`src/rtl/alu_op_sequencer_if.sv`:
```
// Shared opcode/ALU-function types and the decoder-to-sequencer-to-datapath bus.
// The slave modport is the sequencer; the master modport is the surrounding environment.
package opcodes;
  typedef enum logic [4:0] {
    ADD = 5'd0, ADDI, ADDIB, LDW, STW, BRANCH, INTERRUPT,
    ADC, ADCI, SUC, SUCI,
    SUB, SUBI, SUBIB, CMP, CMPI,
    NEG, AND, OR, XOR, NAND, NOT, NOR,
    LUI, LLI,
    LSL, LSR, ASR,
    PUSH, POP
  } Opcode_t;

  typedef enum logic [3:0] {
    FnADD = 4'd0, FnADC, FnSUB, FnNEG, FnAND, FnOR, FnXOR, FnNAND,
    FnNOR, FnNOT, FnLUI, FnLLI, FnLSL, FnLSR, FnASR
  } alu_functions_t;
endpackage

interface alu_op_sequencer_if #(
  parameter int unsigned SHAMT_W = 4
);
  logic                    InValid;
  logic                    InReady;
  opcodes::Opcode_t        OpCode;
  logic [SHAMT_W-1:0]      ShAmt;
  logic                    OutValid;
  logic                    OutReady;
  opcodes::alu_functions_t AluOp;
  logic                    ShiftEn;
  logic                    StepFirst;
  logic                    StepLast;
  logic                    FlagWe;
  logic                    WbEn;
  logic                    Illegal;

  modport slave (
    input  InValid, OpCode, ShAmt, OutReady,
    output InReady, OutValid, AluOp, ShiftEn, StepFirst, StepLast, FlagWe, WbEn, Illegal
  );

  modport master (
    output InValid, OpCode, ShAmt, OutReady,
    input  InReady, OutValid, AluOp, ShiftEn, StepFirst, StepLast, FlagWe, WbEn, Illegal
  );
endinterface

```
`src/rtl/alu_op_sequencer.sv`:
```
// Accepts one instruction per handshake and issues a registered stream of ALU micro-steps.
// Shifts expand to ShAmt 1-bit steps, PUSH/POP to two-step stack sequences.
module alu_op_sequencer #(
  parameter int unsigned SHAMT_W = 4
) (
  input logic              Clock,
  input logic              nReset,
  alu_op_sequencer_if.slave bus
);
  import opcodes::*;

  localparam logic [0:0] StIdle  = 1'b0;
  localparam logic [0:0] StIssue = 1'b1;

  typedef struct packed {
    alu_functions_t fn;
    logic           shift;
    logic           last;
    logic           flag;
    logic           wb;
    logic           ill;
  } step_t;

  // cnt is the number of steps remaining including the one being decoded.
  function automatic step_t decode(Opcode_t op, logic [SHAMT_W-1:0] cnt, logic shift_nz);
    step_t s;
    s      = '0;
    s.fn   = FnADD;
    s.last = (cnt == SHAMT_W'(1));
    case (op)
      ADD, ADDI, ADDIB:        begin s.flag = 1'b1; s.wb = 1'b1; end
      LDW, INTERRUPT:          s.wb = 1'b1;
      STW, BRANCH:             s.wb = 1'b0;
      ADC, ADCI, SUC, SUCI:    begin s.fn = FnADC; s.flag = 1'b1; s.wb = 1'b1; end
      SUB, SUBI, SUBIB:        begin s.fn = FnSUB; s.flag = 1'b1; s.wb = 1'b1; end
      CMP, CMPI:               begin s.fn = FnSUB; s.flag = 1'b1; end
      NEG:                     begin s.fn = FnNEG;  s.flag = 1'b1; s.wb = 1'b1; end
      AND:                     begin s.fn = FnAND;  s.flag = 1'b1; s.wb = 1'b1; end
      OR:                      begin s.fn = FnOR;   s.flag = 1'b1; s.wb = 1'b1; end
      XOR:                     begin s.fn = FnXOR;  s.flag = 1'b1; s.wb = 1'b1; end
      NAND:                    begin s.fn = FnNAND; s.flag = 1'b1; s.wb = 1'b1; end
      // Datapath operand convention swaps NOT and NOR.
      NOT:                     begin s.fn = FnNOR;  s.flag = 1'b1; s.wb = 1'b1; end
      NOR:                     begin s.fn = FnNOT;  s.flag = 1'b1; s.wb = 1'b1; end
      LUI:                     begin s.fn = FnLUI; s.wb = 1'b1; end
      LLI:                     begin s.fn = FnLLI; s.wb = 1'b1; end
      LSL, LSR, ASR: begin
        s.fn    = (op == LSL) ? FnLSL : ((op == LSR) ? FnLSR : FnASR);
        s.shift = shift_nz;
        s.wb    = 1'b1;
        s.flag  = s.last;
      end
      PUSH: begin
        s.fn = s.last ? FnADD : FnSUB;
        s.wb = !s.last;
      end
      POP:                     s.wb = s.last;
      default:                 s.ill = 1'b1;
    endcase
    return s;
  endfunction

  logic [0:0]         state_q, state_d;
  logic [SHAMT_W-1:0] cnt_q, cnt_d;
  Opcode_t            op_q, op_d;
  step_t              step_q, step_d;
  logic               first_q, first_d;
  logic               valid_q, valid_d;

  logic               advance;
  logic               in_ready;
  logic               accept;
  logic [SHAMT_W-1:0] n_steps;
  logic [SHAMT_W-1:0] cnt_dec;

  always_comb begin
    advance  = valid_q && bus.OutReady;
    in_ready = (state_q == StIdle) || (advance && step_q.last);
    accept   = bus.InValid && in_ready;
    cnt_dec  = cnt_q - SHAMT_W'(1);

    case (bus.OpCode)
      LSL, LSR, ASR: n_steps = (bus.ShAmt == '0) ? SHAMT_W'(1) : bus.ShAmt;
      PUSH, POP:     n_steps = SHAMT_W'(2);
      default:       n_steps = SHAMT_W'(1);
    endcase

    state_d = state_q;
    cnt_d   = cnt_q;
    op_d    = op_q;
    step_d  = step_q;
    first_d = first_q;
    valid_d = valid_q;

    if (accept) begin
      state_d = StIssue;
      cnt_d   = n_steps;
      op_d    = bus.OpCode;
      step_d  = decode(bus.OpCode, n_steps, bus.ShAmt != '0);
      first_d = 1'b1;
      valid_d = 1'b1;
    end else if (advance) begin
      if (step_q.last) begin
        state_d   = StIdle;
        valid_d   = 1'b0;
        first_d   = 1'b0;
        step_d    = '0;
        step_d.fn = FnADD;
      end else begin
        cnt_d   = cnt_dec;
        // ShiftEn is constant across a shift sequence, so the registered copy is reused.
        step_d  = decode(op_q, cnt_dec, step_q.shift);
        first_d = 1'b0;
      end
    end
  end

  always_ff @(posedge Clock or negedge nReset) begin
    if (!nReset) begin
      state_q <= StIdle;
      cnt_q   <= '0;
      op_q    <= ADD;
      step_q  <= '0;
      first_q <= 1'b0;
      valid_q <= 1'b0;
    end else begin
      state_q <= state_d;
      cnt_q   <= cnt_d;
      op_q    <= op_d;
      step_q  <= step_d;
      first_q <= first_d;
      valid_q <= valid_d;
    end
  end

  assign bus.InReady   = in_ready;
  assign bus.OutValid  = valid_q;
  assign bus.AluOp     = step_q.fn;
  assign bus.ShiftEn   = step_q.shift;
  assign bus.StepFirst = first_q;
  assign bus.StepLast  = step_q.last;
  assign bus.FlagWe    = step_q.flag;
  assign bus.WbEn      = step_q.wb;
  assign bus.Illegal   = step_q.ill;
endmodule

```
`src/flat_wrapper.sv`:
```
// flat-port wrapper written by rule: the top's interface ports become plain ports
module alu_op_sequencer_flat import opcodes::*;
#(
  parameter int unsigned SHAMT_W = 4
)
  (Clock, nReset, bus_InValid, bus_OpCode, bus_ShAmt, bus_OutReady, bus_InReady, bus_OutValid, bus_AluOp, bus_ShiftEn, bus_StepFirst, bus_StepLast, bus_FlagWe, bus_WbEn, bus_Illegal);
  alu_op_sequencer_if #(.SHAMT_W(SHAMT_W)) bus_i ();
  input logic Clock;
  input logic nReset;
  input wire logic [$bits(bus_i.InValid)-1:0] bus_InValid;
  input wire logic [$bits(bus_i.OpCode)-1:0] bus_OpCode;
  input wire logic [$bits(bus_i.ShAmt)-1:0] bus_ShAmt;
  input wire logic [$bits(bus_i.OutReady)-1:0] bus_OutReady;
  output wire logic [$bits(bus_i.InReady)-1:0] bus_InReady;
  output wire logic [$bits(bus_i.OutValid)-1:0] bus_OutValid;
  output wire logic [$bits(bus_i.AluOp)-1:0] bus_AluOp;
  output wire logic [$bits(bus_i.ShiftEn)-1:0] bus_ShiftEn;
  output wire logic [$bits(bus_i.StepFirst)-1:0] bus_StepFirst;
  output wire logic [$bits(bus_i.StepLast)-1:0] bus_StepLast;
  output wire logic [$bits(bus_i.FlagWe)-1:0] bus_FlagWe;
  output wire logic [$bits(bus_i.WbEn)-1:0] bus_WbEn;
  output wire logic [$bits(bus_i.Illegal)-1:0] bus_Illegal;
  assign bus_i.InValid = bus_InValid;
  assign bus_i.OpCode = bus_OpCode;
  assign bus_i.ShAmt = bus_ShAmt;
  assign bus_i.OutReady = bus_OutReady;
  assign bus_InReady = bus_i.InReady;
  assign bus_OutValid = bus_i.OutValid;
  assign bus_AluOp = bus_i.AluOp;
  assign bus_ShiftEn = bus_i.ShiftEn;
  assign bus_StepFirst = bus_i.StepFirst;
  assign bus_StepLast = bus_i.StepLast;
  assign bus_FlagWe = bus_i.FlagWe;
  assign bus_WbEn = bus_i.WbEn;
  assign bus_Illegal = bus_i.Illegal;
  alu_op_sequencer #(.SHAMT_W(SHAMT_W)) u_core (.Clock(Clock), .nReset(nReset), .bus(bus_i));
endmodule
```
`config.mk`:
```
export PLATFORM = sky130hd
export DESIGN_NAME = alu_op_sequencer_flat
export DESIGN_NICKNAME = d
export VERILOG_FILES = /design/src/rtl/alu_op_sequencer_if.sv /design/src/rtl/alu_op_sequencer.sv /design/src/flat_wrapper.sv
export SDC_FILE = /design/constraint.sdc
export NUM_CORES = 1
export LEC_CHECK = 0
export CORE_UTILIZATION = 56
export CTS_BUF_LIST = sky130_fd_sc_hd__clkbuf_8 sky130_fd_sc_hd__clkbuf_16
export CTS_CLUSTER_SIZE = 25
export DETAILED_ROUTE_END_ITERATION = 6
export GPL_TIMING_DRIVEN = 0
export PLACE_DENSITY = 0.84
export SLEW_MARGIN = 20
export SYNTH_ARGS = -nofsm -noshare
export SYNTH_HDL_FRONTEND = slang
export SYNTH_SLANG_ARGS = --single-unit
```
`constraint.sdc`:
```
create_clock -name Clock -period 3.2 [get_ports Clock]
set_input_delay 0.32 -clock Clock [delete_from_list [all_inputs] [get_ports Clock]]
set_output_delay 0.32 -clock Clock [all_outputs]
set_load 0.02 [all_outputs]
```
==> flow_summary.ini <==
[status]
run_status = completed

[route]
route.detailed.drc = 0
wl_per_instance_um = 16.0
drt_pass1_iterations = 4
routed-via-count = 1481
totalWireLength_um = 3710
drt_first_iter_violations = 65
routed_via_density = 6.41
drt.antenna.violating_nets = 0

[placed_design]
gp_congestion = 0.885
place.port_buffers = 23
dp.final_hpwl_um = 2820

[layout]
largest_register_ffs = 5
layout-drive-gt1-share_pct = 7.88
diodes = 0
fin_nets = 219
max_flop_register = u_core.op_q
syn_to_final_growth_pct = 23.2

[yosys]
ys.warnings.count = 0
async_flop_share_pct = 100
ys_seq_elements = 20
number_of_nets_produced_by_synthesis = 191
synth-main-ff-cell = sky130_fd_sc_hd__dfrtp_1
synth_cells = 176
synth.distinct_cells = 46
synth_enable_flop_cells = 0
synth.cell_area_um2 = 1380
ys_seq_area_share_pct = 36.2
syn_area_per_cell_um2 = 7.85

[grt]
gr-usage-all-layers_pct = 31.8
grt_max_degree = 21
grt_pass1_wl_um = 6270
via_count_of_the_first_global_routing_pass = 1367
antenna_violations_before_repair = 0
grt.overflow.total = 0

[worst_setup_path]
worst-endpoint-required_ns = 3.35
crit_path_end_kind = flip-flop
timing.critical_path.slowest_cell_delay_ns = 0.40
worstSetupPathType = flip-flop to flip-flop
critical-path-slowest-cell = sky130_fd_sc_hd__o41ai_1
critical_path.reg2reg.endpoint = u_core.bus.WbEn
crit_chain = inv_1, ha_1, o41ai_1, o21a_1, mux2_4, a221o_1
r2r.worst_path.cells = 6
cp.arrival_ns = 2.33
critical_path_peak_fanout = 5
beginning_of_the_worst_register_to_register_path = u_core.cnt_q[0]
cp_top_family = compound AO/OA/AOI/OAI gates
worst-path-buf-inv = 1
setup_slack_of_the_worst_register_to_register_path_ns = 1.02
worstSetupStartpointType = flip-flop

[sta]
final-setup-viol-count = 0
finalWorstPathRequiredPeriod_ns = 2.18
timing.final.crit_share_pct = 68.2
final_hold_viol_count = 0
slew_headroom_pct = 38.6
rsz0062_at_grt = no
max_clock_freq_mhz = 458
setup_tns_ns = 0
clock-skew-final_ns = 0.00295
maxSlewViolCount = 0
tightestPinTransition_ns = 0.918
final.hold.worst_slack_ns = 0.410

[clock_network]
clock_tree_buf_depth = 2
root_buf_cell = sky130_fd_sc_hd__clkbuf_8
clk-insertion-delay-late_ns = 0.26
numClockSinks = 20
ctsHtreeMaxLevel = 1
clkSlewWorstSetupHoldPaths_ns = 0.08
tritoncts = yes
tritoncts.num_buffers = 3
post_cts_setup_buffer_count = 0
holdBufCountCts = 0
post_cts.resized_instances = 0

[worst_hold_path]
min_delay_endpoint = u_core.op_q[3]
whs_path_depth = 3
worst_hold_startpoint = bus_OpCode[3]
timing.hold.worst.class = primary input to flip-flop

[floorplanning]
chipHeight_um = 51.7
placeableCoreArea_um2 = 2280
chipWidth_um = 51.7
design.portCount = 25
die_area_um2 = 2670
starting_density_pct = 60.7
row_count = 17

[run]
drv.max_cap_violation_count = 0

[power_and_ir_drop]
cellPowerDensity_nw_per_um2 = 887
power.total_w = 0.00151
total_leakage_power_nw = 0.724
ir_worst_vdd_mv = 0.545
[area by class of cell]
class	count	area, um2
inverters	7	26.3
well taps	28	35.0
flip-flops and latches	20	500
fillers	173	574
multi-input cells	138	806
repair buffers	23	230
clock buffers	4	55.1
plain buffers	11	48.8
[cells in the mapped netlist, types with 4 or more instances]
cell type	instances	share of area, %
sky130_fd_sc_hd__inv_1	7	1.9
sky130_fd_sc_hd__nor2_1	10	2.7
sky130_fd_sc_hd__buf_2	6	2.2
sky130_fd_sc_hd__nor2b_1	5	2.3
sky130_fd_sc_hd__o211ai_1	4	2.2
sky130_fd_sc_hd__nand2_1	36	9.8
sky130_fd_sc_hd__a31oi_1	4	1.8
sky130_fd_sc_hd__clkbuf_1	5	1.4
sky130_fd_sc_hd__o21ai_0	9	3.3
sky130_fd_sc_hd__a21oi_1	17	6.2
sky130_fd_sc_hd__dfrtp_1	20	36
sky130_fd_sc_hd__nor3_1	6	2.2
[where the power goes]
group          total [W]  internal [W]  switching [W]  leakage (nW)
logic           0.000867      0.000372       0.000495         0.448
registers       0.000445      0.000361      0.0000841         0.247
clock network   0.000198      0.000110      0.0000882        0.0288
[per-stage QoR]
| step | area, um2 | cells | setup slack, ns | utilization, % |
|---|---|---|---|---|
| global placement | 1650 | 227 | 1.06 | 72.3 |
| finish | 1700 | 231 | 1.02 | 74.8 |
| CTS | 1700 | 231 | 1.02 | 74.8 |
| global route | 1700 | 231 | 0.946 | 74.8 |
| detailed placement | 1650 | 227 | 1.03 | 72.3 |
| floorplan | 1380 | 176 | 1.23 | - |
[per-layer routing]
layer | track usage [%] | routed length, um
met2 | 51.5 | 1730
met1 | 43.3 | 1660
met4 | 10.8 | 63
met3 | 4.68 | 250
met5 | 0 | 0
[how the worst max path moves through the flow]
stage / startpoint / endpoint / slack (ns) / depth (start not counted)
5_1_grt: u_core.cnt_q[1] / u_core.bus.WbEn / 0.95 / 6
3_5_place_dp: bus_OpCode[2] / u_core.bus.FlagWe / 1.03 / 7
2_1_floorplan: u_core.cnt_q[0] / u_core.bus.WbEn / 1.23 / 6
4_1_cts: u_core.cnt_q[0] / u_core.bus.WbEn / 1.02 / 6
3_3_place_gp: bus_OpCode[2] / u_core.bus.FlagWe / 1.06 / 7
6_report: u_core.cnt_q[0] / u_core.bus.WbEn / 1.02 / 6
[worst min-delay path: stages]
cell,delay [ns]
sky130_fd_sc_hd__buf_2,0.16
sky130_fd_sc_hd__nand2_1,0.07
sky130_fd_sc_hd__o21ai_0,0.08
[cell families after synthesis]
group	Yosys count	synth area share [%]
fa+ha+maj	2	1.81
flops	20	36.2
simple gates	71	23.2
compound gates	62	30.8
xor+xnor	1	0.634
buf+inv	18	5.44
mux	2	1.90
[placed cells by master, fill, tap and decap left out, types with 3 or more instances in the layout]
cell,synthesis,final
sky130_fd_sc_hd__nor2b_1,5,5
sky130_fd_sc_hd__nor2_1,10,10
sky130_fd_sc_hd__nand3_1,3,3
sky130_fd_sc_hd__o211ai_1,4,4
sky130_fd_sc_hd__nand2_1,36,36
sky130_fd_sc_hd__o21ai_0,9,9
sky130_fd_sc_hd__clkbuf_8,0,4
sky130_fd_sc_hd__clkdlybuf4s50_1,0,23
sky130_fd_sc_hd__inv_1,7,7
sky130_fd_sc_hd__dfrtp_1,20,20
sky130_fd_sc_hd__clkbuf_1,5,5
sky130_fd_sc_hd__a31oi_1,4,4
sky130_fd_sc_hd__buf_2,6,6
sky130_fd_sc_hd__nor3_1,6,6
sky130_fd_sc_hd__a21oi_1,17,17
Power figures use the tool's default switching activity.
